$ cat src/rtl/et_chord_sequencer.sv
// Ear-training chord arpeggiator: plays up to three latched note IDs in turn on one freq_pwm tone generator.
// Optional feature: define SEQ_LOOP_EN to replay the chord while loop_en is held high.
module et_chord_sequencer #(
    parameter int unsigned NOTE_CLKS = 50000000,
    parameter int unsigned GAP_CLKS  = 10000000,
    parameter int unsigned OCT_SHIFT = 3,
    parameter int unsigned ID_OFFSET = 27
) (
    input  logic        CLK100MHZ,
    input  logic        rst,
    input  logic        start,
    input  logic        abort,
    input  logic        loop_en,
    input  logic [1:0]  note_num,
    input  logic [6:0]  note_id_0,
    input  logic [6:0]  note_id_1,
    input  logic [6:0]  note_id_2,
    output logic [31:0] clks_per_period,
    output logic        new_period,
    output logic        tone_en,
    output logic        busy,
    output logic        done,
    output logic [1:0]  cur_idx
);

    typedef enum logic [2:0] {
        S_IDLE,
        S_LOAD,
        S_PLAY,
        S_GAP,
        S_DONE
    } state_t;

    state_t      state_reg, state_next;
    logic [31:0] cnt_reg;
    logic [1:0]  cur_idx_reg, cur_idx_next;
    logic [1:0]  num_reg;
    logic [31:0] clks_reg;
    logic [6:0]  ids_reg [3];
    logic [6:0]  id_in   [3];

    logic        accept;
    logic [6:0]  cur_id;
    logic [6:0]  octid;
    logic        note_valid;
    logic [31:0] base_period;
    logic        more_notes;

`ifndef SEQ_LOOP_EN
    logic unused_loop_en;
    assign unused_loop_en = loop_en;
`endif

    assign id_in[0] = note_id_0;
    assign id_in[1] = note_id_1;
    assign id_in[2] = note_id_2;

    // Abort beats start when both arrive in IDLE.
    assign accept = (state_reg == S_IDLE) && start && !abort;

    genvar gi;
    generate
        for (gi = 0; gi < 3; gi++) begin : g_id_latch
            always_ff @(posedge CLK100MHZ) begin
                if (rst) begin
                    ids_reg[gi] <= '0;
                end else if (accept) begin
                    ids_reg[gi] <= id_in[gi];
                end
            end
        end
    endgenerate

    always_comb begin
        cur_id = '0;
        case (cur_idx_reg)
            2'd0:    cur_id = ids_reg[0];
            2'd1:    cur_id = ids_reg[1];
            2'd2:    cur_id = ids_reg[2];
            default: cur_id = '0;
        endcase
    end

    // IDs below the offset wrap to large values and fall outside 1..12.
    assign octid      = cur_id - 7'(ID_OFFSET);
    assign note_valid = (octid >= 7'd1) && (octid <= 7'd12);
    assign more_notes = ({1'b0, cur_idx_reg} + 3'd1) < {1'b0, num_reg};

    always_comb begin
        base_period = '0;
        case (octid)
            7'd1:    base_period = 32'd3057805;
            7'd2:    base_period = 32'd2886184;
            7'd3:    base_period = 32'd2724194;
            7'd4:    base_period = 32'd2571298;
            7'd5:    base_period = 32'd2426982;
            7'd6:    base_period = 32'd2290765;
            7'd7:    base_period = 32'd2162195;
            7'd8:    base_period = 32'd2040840;
            7'd9:    base_period = 32'd1926296;
            7'd10:   base_period = 32'd1818182;
            7'd11:   base_period = 32'd1716135;
            7'd12:   base_period = 32'd1619816;
            default: base_period = '0;
        endcase
    end

    always_ff @(posedge CLK100MHZ) begin
        if (rst) begin
            state_reg   <= S_IDLE;
            cnt_reg     <= '0;
            cur_idx_reg <= '0;
            num_reg     <= '0;
            clks_reg    <= '0;
        end else begin
            state_reg   <= state_next;
            cnt_reg     <= (state_next != state_reg) ? 32'd0 : cnt_reg + 32'd1;
            cur_idx_reg <= cur_idx_next;
            if (accept) begin
                num_reg <= note_num;
            end
            if ((state_reg == S_LOAD) && note_valid) begin
                clks_reg <= base_period >> OCT_SHIFT;
            end
        end
    end

    always_comb begin
        state_next   = state_reg;
        cur_idx_next = cur_idx_reg;
        case (state_reg)
            S_IDLE: begin
                if (accept) begin
                    cur_idx_next = '0;
                    state_next   = (note_num == 2'd0) ? S_DONE : S_LOAD;
                end
            end
            S_LOAD: begin
                // Invalid notes are skipped here without spending a tone or gap.
                if (note_valid) begin
                    state_next = S_PLAY;
                end else if (more_notes) begin
                    cur_idx_next = cur_idx_reg + 2'd1;
                end else begin
                    state_next = S_DONE;
                end
            end
            S_PLAY: begin
                if (cnt_reg == 32'(NOTE_CLKS - 1)) begin
                    state_next = S_GAP;
                end
            end
            S_GAP: begin
                if (cnt_reg == 32'(GAP_CLKS - 1)) begin
                    if (more_notes) begin
                        cur_idx_next = cur_idx_reg + 2'd1;
                        state_next   = S_LOAD;
`ifdef SEQ_LOOP_EN
                    end else if (loop_en) begin
                        cur_idx_next = '0;
                        state_next   = S_LOAD;
`endif
                    end else begin
                        state_next = S_DONE;
                    end
                end
            end
            S_DONE: begin
                state_next = S_IDLE;
            end
            default: begin
                state_next = S_IDLE;
            end
        endcase
        if (abort && (state_reg != S_IDLE)) begin
            state_next = S_IDLE;
        end
    end

    always_comb begin
        tone_en         = (state_reg == S_PLAY);
        new_period      = (state_reg == S_PLAY) && (cnt_reg == 32'd0);
        busy            = (state_reg != S_IDLE);
        done            = (state_reg == S_DONE);
        clks_per_period = clks_reg;
        cur_idx         = cur_idx_reg;
    end

endmodule

$ cat config.mk
export PLATFORM = sky130hd
export DESIGN_NAME = et_chord_sequencer
export DESIGN_NICKNAME = d
export VERILOG_FILES = /design/src/rtl/et_chord_sequencer.sv
export SDC_FILE = /design/constraint.sdc
export NUM_CORES = 1
export LEC_CHECK = 0
export BUFFER_PORTS_ARGS = -buffer_cell sky130_fd_sc_hd__buf_2
export CORE_MARGIN = 3
export CORE_UTILIZATION = 57
export CTS_CLUSTER_DIAMETER = 200
export CTS_CLUSTER_SIZE = 8
export DETAILED_ROUTE_END_ITERATION = 6
export PLACE_DENSITY = 0.79
export SYNTH_ARGS = -nofsm -noshare
export SYNTH_HDL_FRONTEND = slang
export SYNTH_SLANG_ARGS = --single-unit
$ cat constraint.sdc
create_clock -name CLK100MHZ -period 5.45 [get_ports CLK100MHZ]
set_clock_uncertainty 0.05 [all_clocks]
set_input_delay 0.2725 -clock CLK100MHZ [delete_from_list [all_inputs] [get_ports CLK100MHZ]]
set_output_delay 0.2725 -clock CLK100MHZ [all_outputs]
set_load 0.02 [all_outputs]
==> results.yml, run 1 <==
hold_path:
  min_path_type: "input pin to register"
  holdPathStages: 3
  holdPathEnd: "num_reg[1]"
  hp-start: "note_num[1]"
final_layout:
  diodes: 0
  num-nets-final: 606
  syn2layout_area_growth_pct: 10.4
  layout-drive-gt1-share_pct: 15.0
  fill_cells: 624
  largest_register_ff_count: 32
  instances_no_fill: 660
yosys:
  synth_seq_area_share_pct: 40.7
  synth_area_leader_cell: "dfxtp_1"
  synth_area_leaders: "dfxtp_1 (26%), edfxtp_1 (14%), nor2_1 (6.6%)"
  synth-compound-area-share_pct: 10.6
  async_flop_share_pct: 0
  synth_cell_type_count: 55
  synth_edf_count: 21
  synthAdderAreaFrac_pct: 6.42
  synthXorXnorAreaFrac_pct: 6.56
  synth_top_family_by_area: "simple AND/OR/NAND/NOR gates"
  synth_top_area_share_pct: 26.4
  netlist_instances: 512
  synthMuxAreaShare_pct: 1.88
  syn_area_um2: 4400
  syn_area_per_cell_um2: 8.60
  ys_seq_elements: 79
  synthSimpleGateAreaFrac_pct: 27.5
  synth_warnings: 0
  synth_ff_type: "dfxtp_1"
power:
  swShare_pct: 28.3
  comb_power_share_pct: 13.7
  p_seq_share_pct: 53.4
  power.density_nw_per_um2: 242
  ir_drop_v: 0.000139
  leakage_uw: 0.00209
  p_int_uw: 844
  p_switching_uw: 333
  power.share.clock_pct: 32.9
sta:
  finalSetupViolations: 0
  hold_viol_final: 0
  fin_crit_sh_pct: 89.4
  period_minus_slack_ns: 4.87
  tightest_slew_ns: 1.04
  slew_headroom_pct: 30.8
  fmax_mhz: 205
  fin_setup_tns_ns: 0
  rsz0062_at_grt: "false"
  final_max_slew_viol_count: 0
setup_path:
  cp-start-kind: "register"
  rrSetupSlack_ns: 0.58
  critPathCaptureType: "register"
  crit_buf_inv: 4
  arrival_ns: 5.05
  crit_top_cell: "ha_1"
  crit_slowest_cell: "or4_4"
  path_class: "register to register"
  crit_family: "adder cells"
  startpoint: "cur_idx[0]"
  r2r_cells: 17
  worstReg2RegEnd: "cnt_reg[31]"
  worst_path_largest_cell_delay_ns: 0.59
  crit_chain: "ha_1, a222oi_1, buf_4, or2_2, inv_1, ha_1, inv_1, ha_1, ha_1, a21boi_0, nand4_1, o221ai_1, or4_4, a311oi_2, xnor2_2, buf_4, nor2_1"
  path_max_fanout: 32
  reg2reg_from: "cur_idx[0]"
  required_ns: 5.63
cts:
  cts_sinks: 79
  ctsHtreeMaxLevel: 3
  cts.path.max_buffers: 2
  clkLatencyLatePin_ns: 0.35
  cts_buffers: 9
  cts_tree: "yes"
  cts-root-buf: "clkbuf_8"
  path_clk_slew_ns: 0.08
global_routing:
  grt_max_degree: 33
  track_usage_pct: 21.3
  grt_overflow: 0
  grt_pass1_vias: 3351
  grt_pass1_wl_um: 15200
  grt_antenna_before_repair: 0
route:
  maxUsedRoutingLayer: "met4"
  wl_per_cell_um: 13.5
  dr.pass1.iters: 7
  wl_met3_um: 616
  met1_length_um: 4250
  drt-total-wl_um: 8900
  vias: 3676
  drtAntennaViolNets: 0
  drtIter0Drc: 300
  met2_length_um: 3930
  vias_per_cell: 5.57
  drc: 0
placement:
  dp.cells: 642
  port_buffers: 51
  hpwl_um: 6470
  routabilityCongestion: 0.802
run_status:
  status: "finished clean"
die:
  dieArea_um2: 8820
  core_area_um2: 7370
  die_w_um: 93.9
  rows: 31
  ios: 66
  die_h_um: 93.9
  initial_core_util_pct: 59.8
job:
  drv_cap: 0
worst max-delay path by stage:
stage,endpoint,slack (ns),cells after the start
2_1_floorplan,cnt_reg[0],0.76,19
3_3_place_gp,cnt_reg[11],0.62,17
3_5_place_dp,cnt_reg[0],0.47,17
4_1_cts,cnt_reg[31],0.45,17
5_1_grt,cnt_reg[22],0.16,17
6_report,cnt_reg[31],0.58,17
cells by family (layout without fill, tap and decap cells):
kind of cell / after synthesis / after routing
multiplexers: 7 / 7
XOR/XNOR: 33 / 33
AO/OA/AOI/OAI: 61 / 61
flip-flops: 79 / 79
buffers and inverters: 58 / 95
other: 1 / 13
AND/OR/NAND/NOR: 251 / 251
adder cells (fa/ha/maj): 22 / 22
power groups by stage:
stage | logic [µW] | clock network, µW | registers, µW
2_1_floorplan | 128 | 0 | 639
3_3_place_gp | 155 | 0 | 640
3_5_place_dp | 158 | 0 | 642
6_report | 161 | 387 | 628
5_1_grt | 181 | 418 | 631
4_1_cts | 159 | 393 | 628
area by class of cell:
| type | count | area, µm² | area share (%) |
|---|---|---|---|
| Clock buffer | 11 | 133 | 2.73 |
| Clock inverter | 5 | 31.3 | 0.643 |
| Inverter | 21 | 78.8 | 1.62 |
| Multi-Input combinational cell | 387 | 2400 | 49.3 |
| Sequential cell | 79 | 1790 | 36.8 |
| Tap cell | 99 | 124 | 2.55 |
| Timing Repair Buffer | 58 | 308 | 6.33 |
cells in the final DEF, fill, tap and decap left out, types with 6 or more instances in the layout:
master,n
ha_1,21
clkbuf_8,9
xor2_1,12
edfxtp_1,21
buf_2,51
mux2i_1,6
and3_1,6
xnor2_1,20
nor2_1,77
a311oi_1,8
dfxtp_1,58
nand3_1,16
a222oi_1,6
and2_1,26
a21oi_1,8
nand4_1,9
buf_4,7
conb_1,13
nor4_1,8
nand2_1,65
inv_1,20
and4_1,6
nor3_1,12
synthesized netlist by cell type, types with 2 or more instances:
cell type and count:
o211ai_1 4, nor3b_1 5, clkbuf_1 18, buf_4 13
o21ai_0 4, a22o_1 2, and2_1 26, and3_1 6
and4_1 6, dfxtp_1 58, buf_2 6, o21bai_1 4
edfxtp_1 21, xor2_1 12, or2_2 5, a21oi_1 8
a31oi_1 4, ha_1 21, a211oi_1 5, nand2b_1 4
inv_1 20, nand4_1 9, a22oi_1 2, nor2_1 77
a222oi_1 6, nand3_1 16, a311oi_1 8, or3_1 5
nor4_1 8, nand2_1 65, mux2i_1 6, or4_1 2
xnor2_1 21, o22ai_1 2, nor3_1 12, a221oi_1 2
layer usage:
| metal | vias up | global-route usage, % |
|---|---|---|
| li1 | 1839 | - |
| met1 | 1697 | 30.9 |
| met2 | 130 | 32.2 |
| met3 | 10 | 3.53 |
| met4 | 0 | 6.86 |
| met5 | - | 0 |
through the flow:
step	total power, µW	worst slack [ns]	area [µm²]	utilization (%)	hold WS [ns]
finish	1180	0.576	4860	66.0	0.140
global route	1230	0.157	4860	66.0	0.141
CTS	1180	0.446	4850	65.8	0.130
detailed placement	800	0.465	4680	63.6	0.399
global placement	795	0.617	4680	63.6	0.397
floorplan	767	0.758	4450	-	0.366
worst register-to-register path: cells and delay by family, from the launching register on:
family / cells / cell delay [ns]
adders and majority gates: 4 / 1.25
and+or+nand+nor: 4 / 1.13
AOI/OAI and AO/OA: 4 / 0.82
buffers and inverters: 4 / 0.82
DFF: 1 / 0.53
xor gates and xnor gates: 1 / 0.15
repair_timing:
action,in CTS,in global routing
endpoints found under the setup margin,0,32
resized for setup,0,0
hold buffers,0,0
buffers inserted,0,2
Note: power is estimated with default switching activity, not from simulation.
==> run 2: changes to the inputs <==
--- a/config.mk
+++ b/config.mk
@@ -5,7 +5,7 @@
 export SDC_FILE = /design/constraint.sdc
 export NUM_CORES = 1
 export LEC_CHECK = 0
-export BUFFER_PORTS_ARGS = -buffer_cell sky130_fd_sc_hd__buf_2
+export BUFFER_PORTS_ARGS = -buffer_cell sky130_fd_sc_hd__buf_4
 export CORE_MARGIN = 3
 export CORE_UTILIZATION = 57
 export CTS_CLUSTER_DIAMETER = 200
==> results.yml, run 2 (synthesized netlist as in run 1, its figures left out) <==
run_status:
  status: "finished clean"
route:
  vias: 3604
  vias_per_cell: 5.48
  wl_per_cell_um: 13.9
  drtAntennaViolNets: 0
  drt-total-wl_um: 9120
  drtIter0Drc: 197
  drc: 0
  dr.pass1.iters: 5
setup_path:
  worst_path_largest_cell_delay_ns: 0.61
  path_class: "register to register"
  required_ns: 5.64
  crit_chain: "inv_1, ha_1, a222oi_1, or2_2, inv_1, ha_1, inv_1, ha_1, ha_1, a21boi_0, nand4_1, o221ai_1, or4_4, a311oi_2, xnor2_2, buf_4, nor2_1"
  cp-start-kind: "register"
  arrival_ns: 5.20
  worstReg2RegEnd: "cnt_reg[12]"
  path_max_fanout: 32
  path_depth: 17
  rrSetupSlack_ns: 0.44
  crit_slowest_cell: "a222oi_1"
  critPathCaptureType: "register"
  reg2reg_from: "cur_idx[1]"
  crit_family: "compound AO/OA/AOI/OAI gates"
  r2r_cells: 17
  crit_top_cell: "ha_1"
  crit_buf_inv: 4
sta:
  finalSetupViolations: 0
  rsz0062_at_grt: "false"
  slew_headroom_pct: 28.1
  fmax_mhz: 200
  period_minus_slack_ns: 5.01
  fin_crit_sh_pct: 91.9
  fin_setup_tns_ns: 0
  tightest_slew_ns: 1.07
  hold_viol_final: 0
  final_max_slew_viol_count: 0
global_routing:
  grt_max_degree: 33
  track_usage_pct: 22.2
  grt_pass1_wl_um: 15500
  grt_antenna_before_repair: 0
  grt_pass1_vias: 3369
  grt_overflow: 0
power:
  leakage_uw: 0.00211
  p_int_uw: 921
  ir_drop_v: 0.000135
  power.share.clock_pct: 36.4
  finalPower_uw: 1250
  p_seq_share_pct: 50.2
  p_switching_uw: 330
  comb_power_share_pct: 13.4
  swShare_pct: 26.4
  power.density_nw_per_um2: 249
cts:
  cts_buffers: 9
  hold_buffers: 0
  cts.path.max_buffers: 2
  clkLatencyLatePin_ns: 0.36
  cts-root-buf: "clkbuf_8"
  cts_tree: "yes"
  cts_resized: 0
  path_clk_slew_ns: 0.08
  post-cts-setup-buffers: 0
  cts_sinks: 79
  ctsHtreeMaxLevel: 3
hold_path:
  hp-start: "note_id_1[2]"
  holdPathStages: 2
  holdPathEnd: "ids_reg[1][2]"
  min_path_type: "input pin to register"
placement:
  routabilityCongestion: 0.840
  hpwl_um: 6610
  port_buffers: 51
die:
  rows: 31
  core_area_um2: 7370
  initial_core_util_pct: 59.8
  die_w_um: 93.9
  die_h_um: 93.9
  dieArea_um2: 8820
  ios: 66
final_layout:
  num-nets-final: 604
  layout_commonest_cell: "nor2_1"
  largest_register_ff_count: 32
  syn2layout_area_growth_pct: 14.0
  layout-drive-gt1-share_pct: 14.5
  final_cell_mix: "nor2_1 (77), nand2_1 (65), dfxtp_1 (58), buf_4 (56), and2_1 (26)"
  diodes: 0
job:
  drv_cap: 0
## run 2: routing by layer
layer	global-route usage (%)	part of all wire [%]	up-vias	wire length, µm
li1	-	-	1827	-
met1	30.8	48	1667	4340
met2	34.4	46	99	4160
met3	4.73	5.4	11	493
met4	7.22	1.3	0	118
met5	0	0	-	0
## run 2: power by group through the flow
stage                     logic [µW]  registers (µW)  clock network [µW]
final                            167             628                 455
after CTS                        167             628                 462
after global routing             187             631                 488
after global placement           161             640                   0
after floorplan                  128             639                   0
after detailed placement         165             642                   0
## run 2: worst max path at each step
stage                from     endpoint  slack (ns)
2_1_floorplan  cur_idx[0]   cnt_reg[0]        0.76
3_3_place_gp   cur_idx[0]  cnt_reg[11]        0.61
3_5_place_dp   cur_idx[0]  cnt_reg[12]        0.50
4_1_cts        cur_idx[0]  cnt_reg[12]        0.47
5_1_grt        cur_idx[0]   cnt_reg[9]        0.02
6_report       cur_idx[1]  cnt_reg[12]        0.44
## run 2: worst register-to-register path: cells and delay by family, from the launching register on
family / cells / cell delay, ns
buffers and inverters: 4 / 0.72
DFF: 1 / 0.51
AOI/OAI and AO/OA: 4 / 1.27
xor gates and xnor gates: 1 / 0.15
and+or+nand+nor: 4 / 1.10
adders and majority gates: 4 / 1.09
## run 2: metrics by stage
step                setup slack [ns]  instances  utilization, %  hold WS, ns  cell area, µm²
finish                         0.441        658            68.1        0.133            5020
global route                  0.0180        658            68.1        0.126            5020
CTS                            0.471        658            68.1        0.128            5020
detailed placement             0.502        642            65.3        0.407            4810
global placement               0.611        642            65.3        0.401            4810
floorplan                      0.758        524               -        0.366            4450
## run 2: area by class of cell
type | instances | area [µm²]
inverters | 21 | 78.8
multi-input cells | 387 | 2400
flip-flops and latches | 79 | 1790
well taps | 99 | 124
fillers | 610 | 2350
clock buffers | 12 | 156
clock inverters | 4 | 51.3
repair buffers | 56 | 420
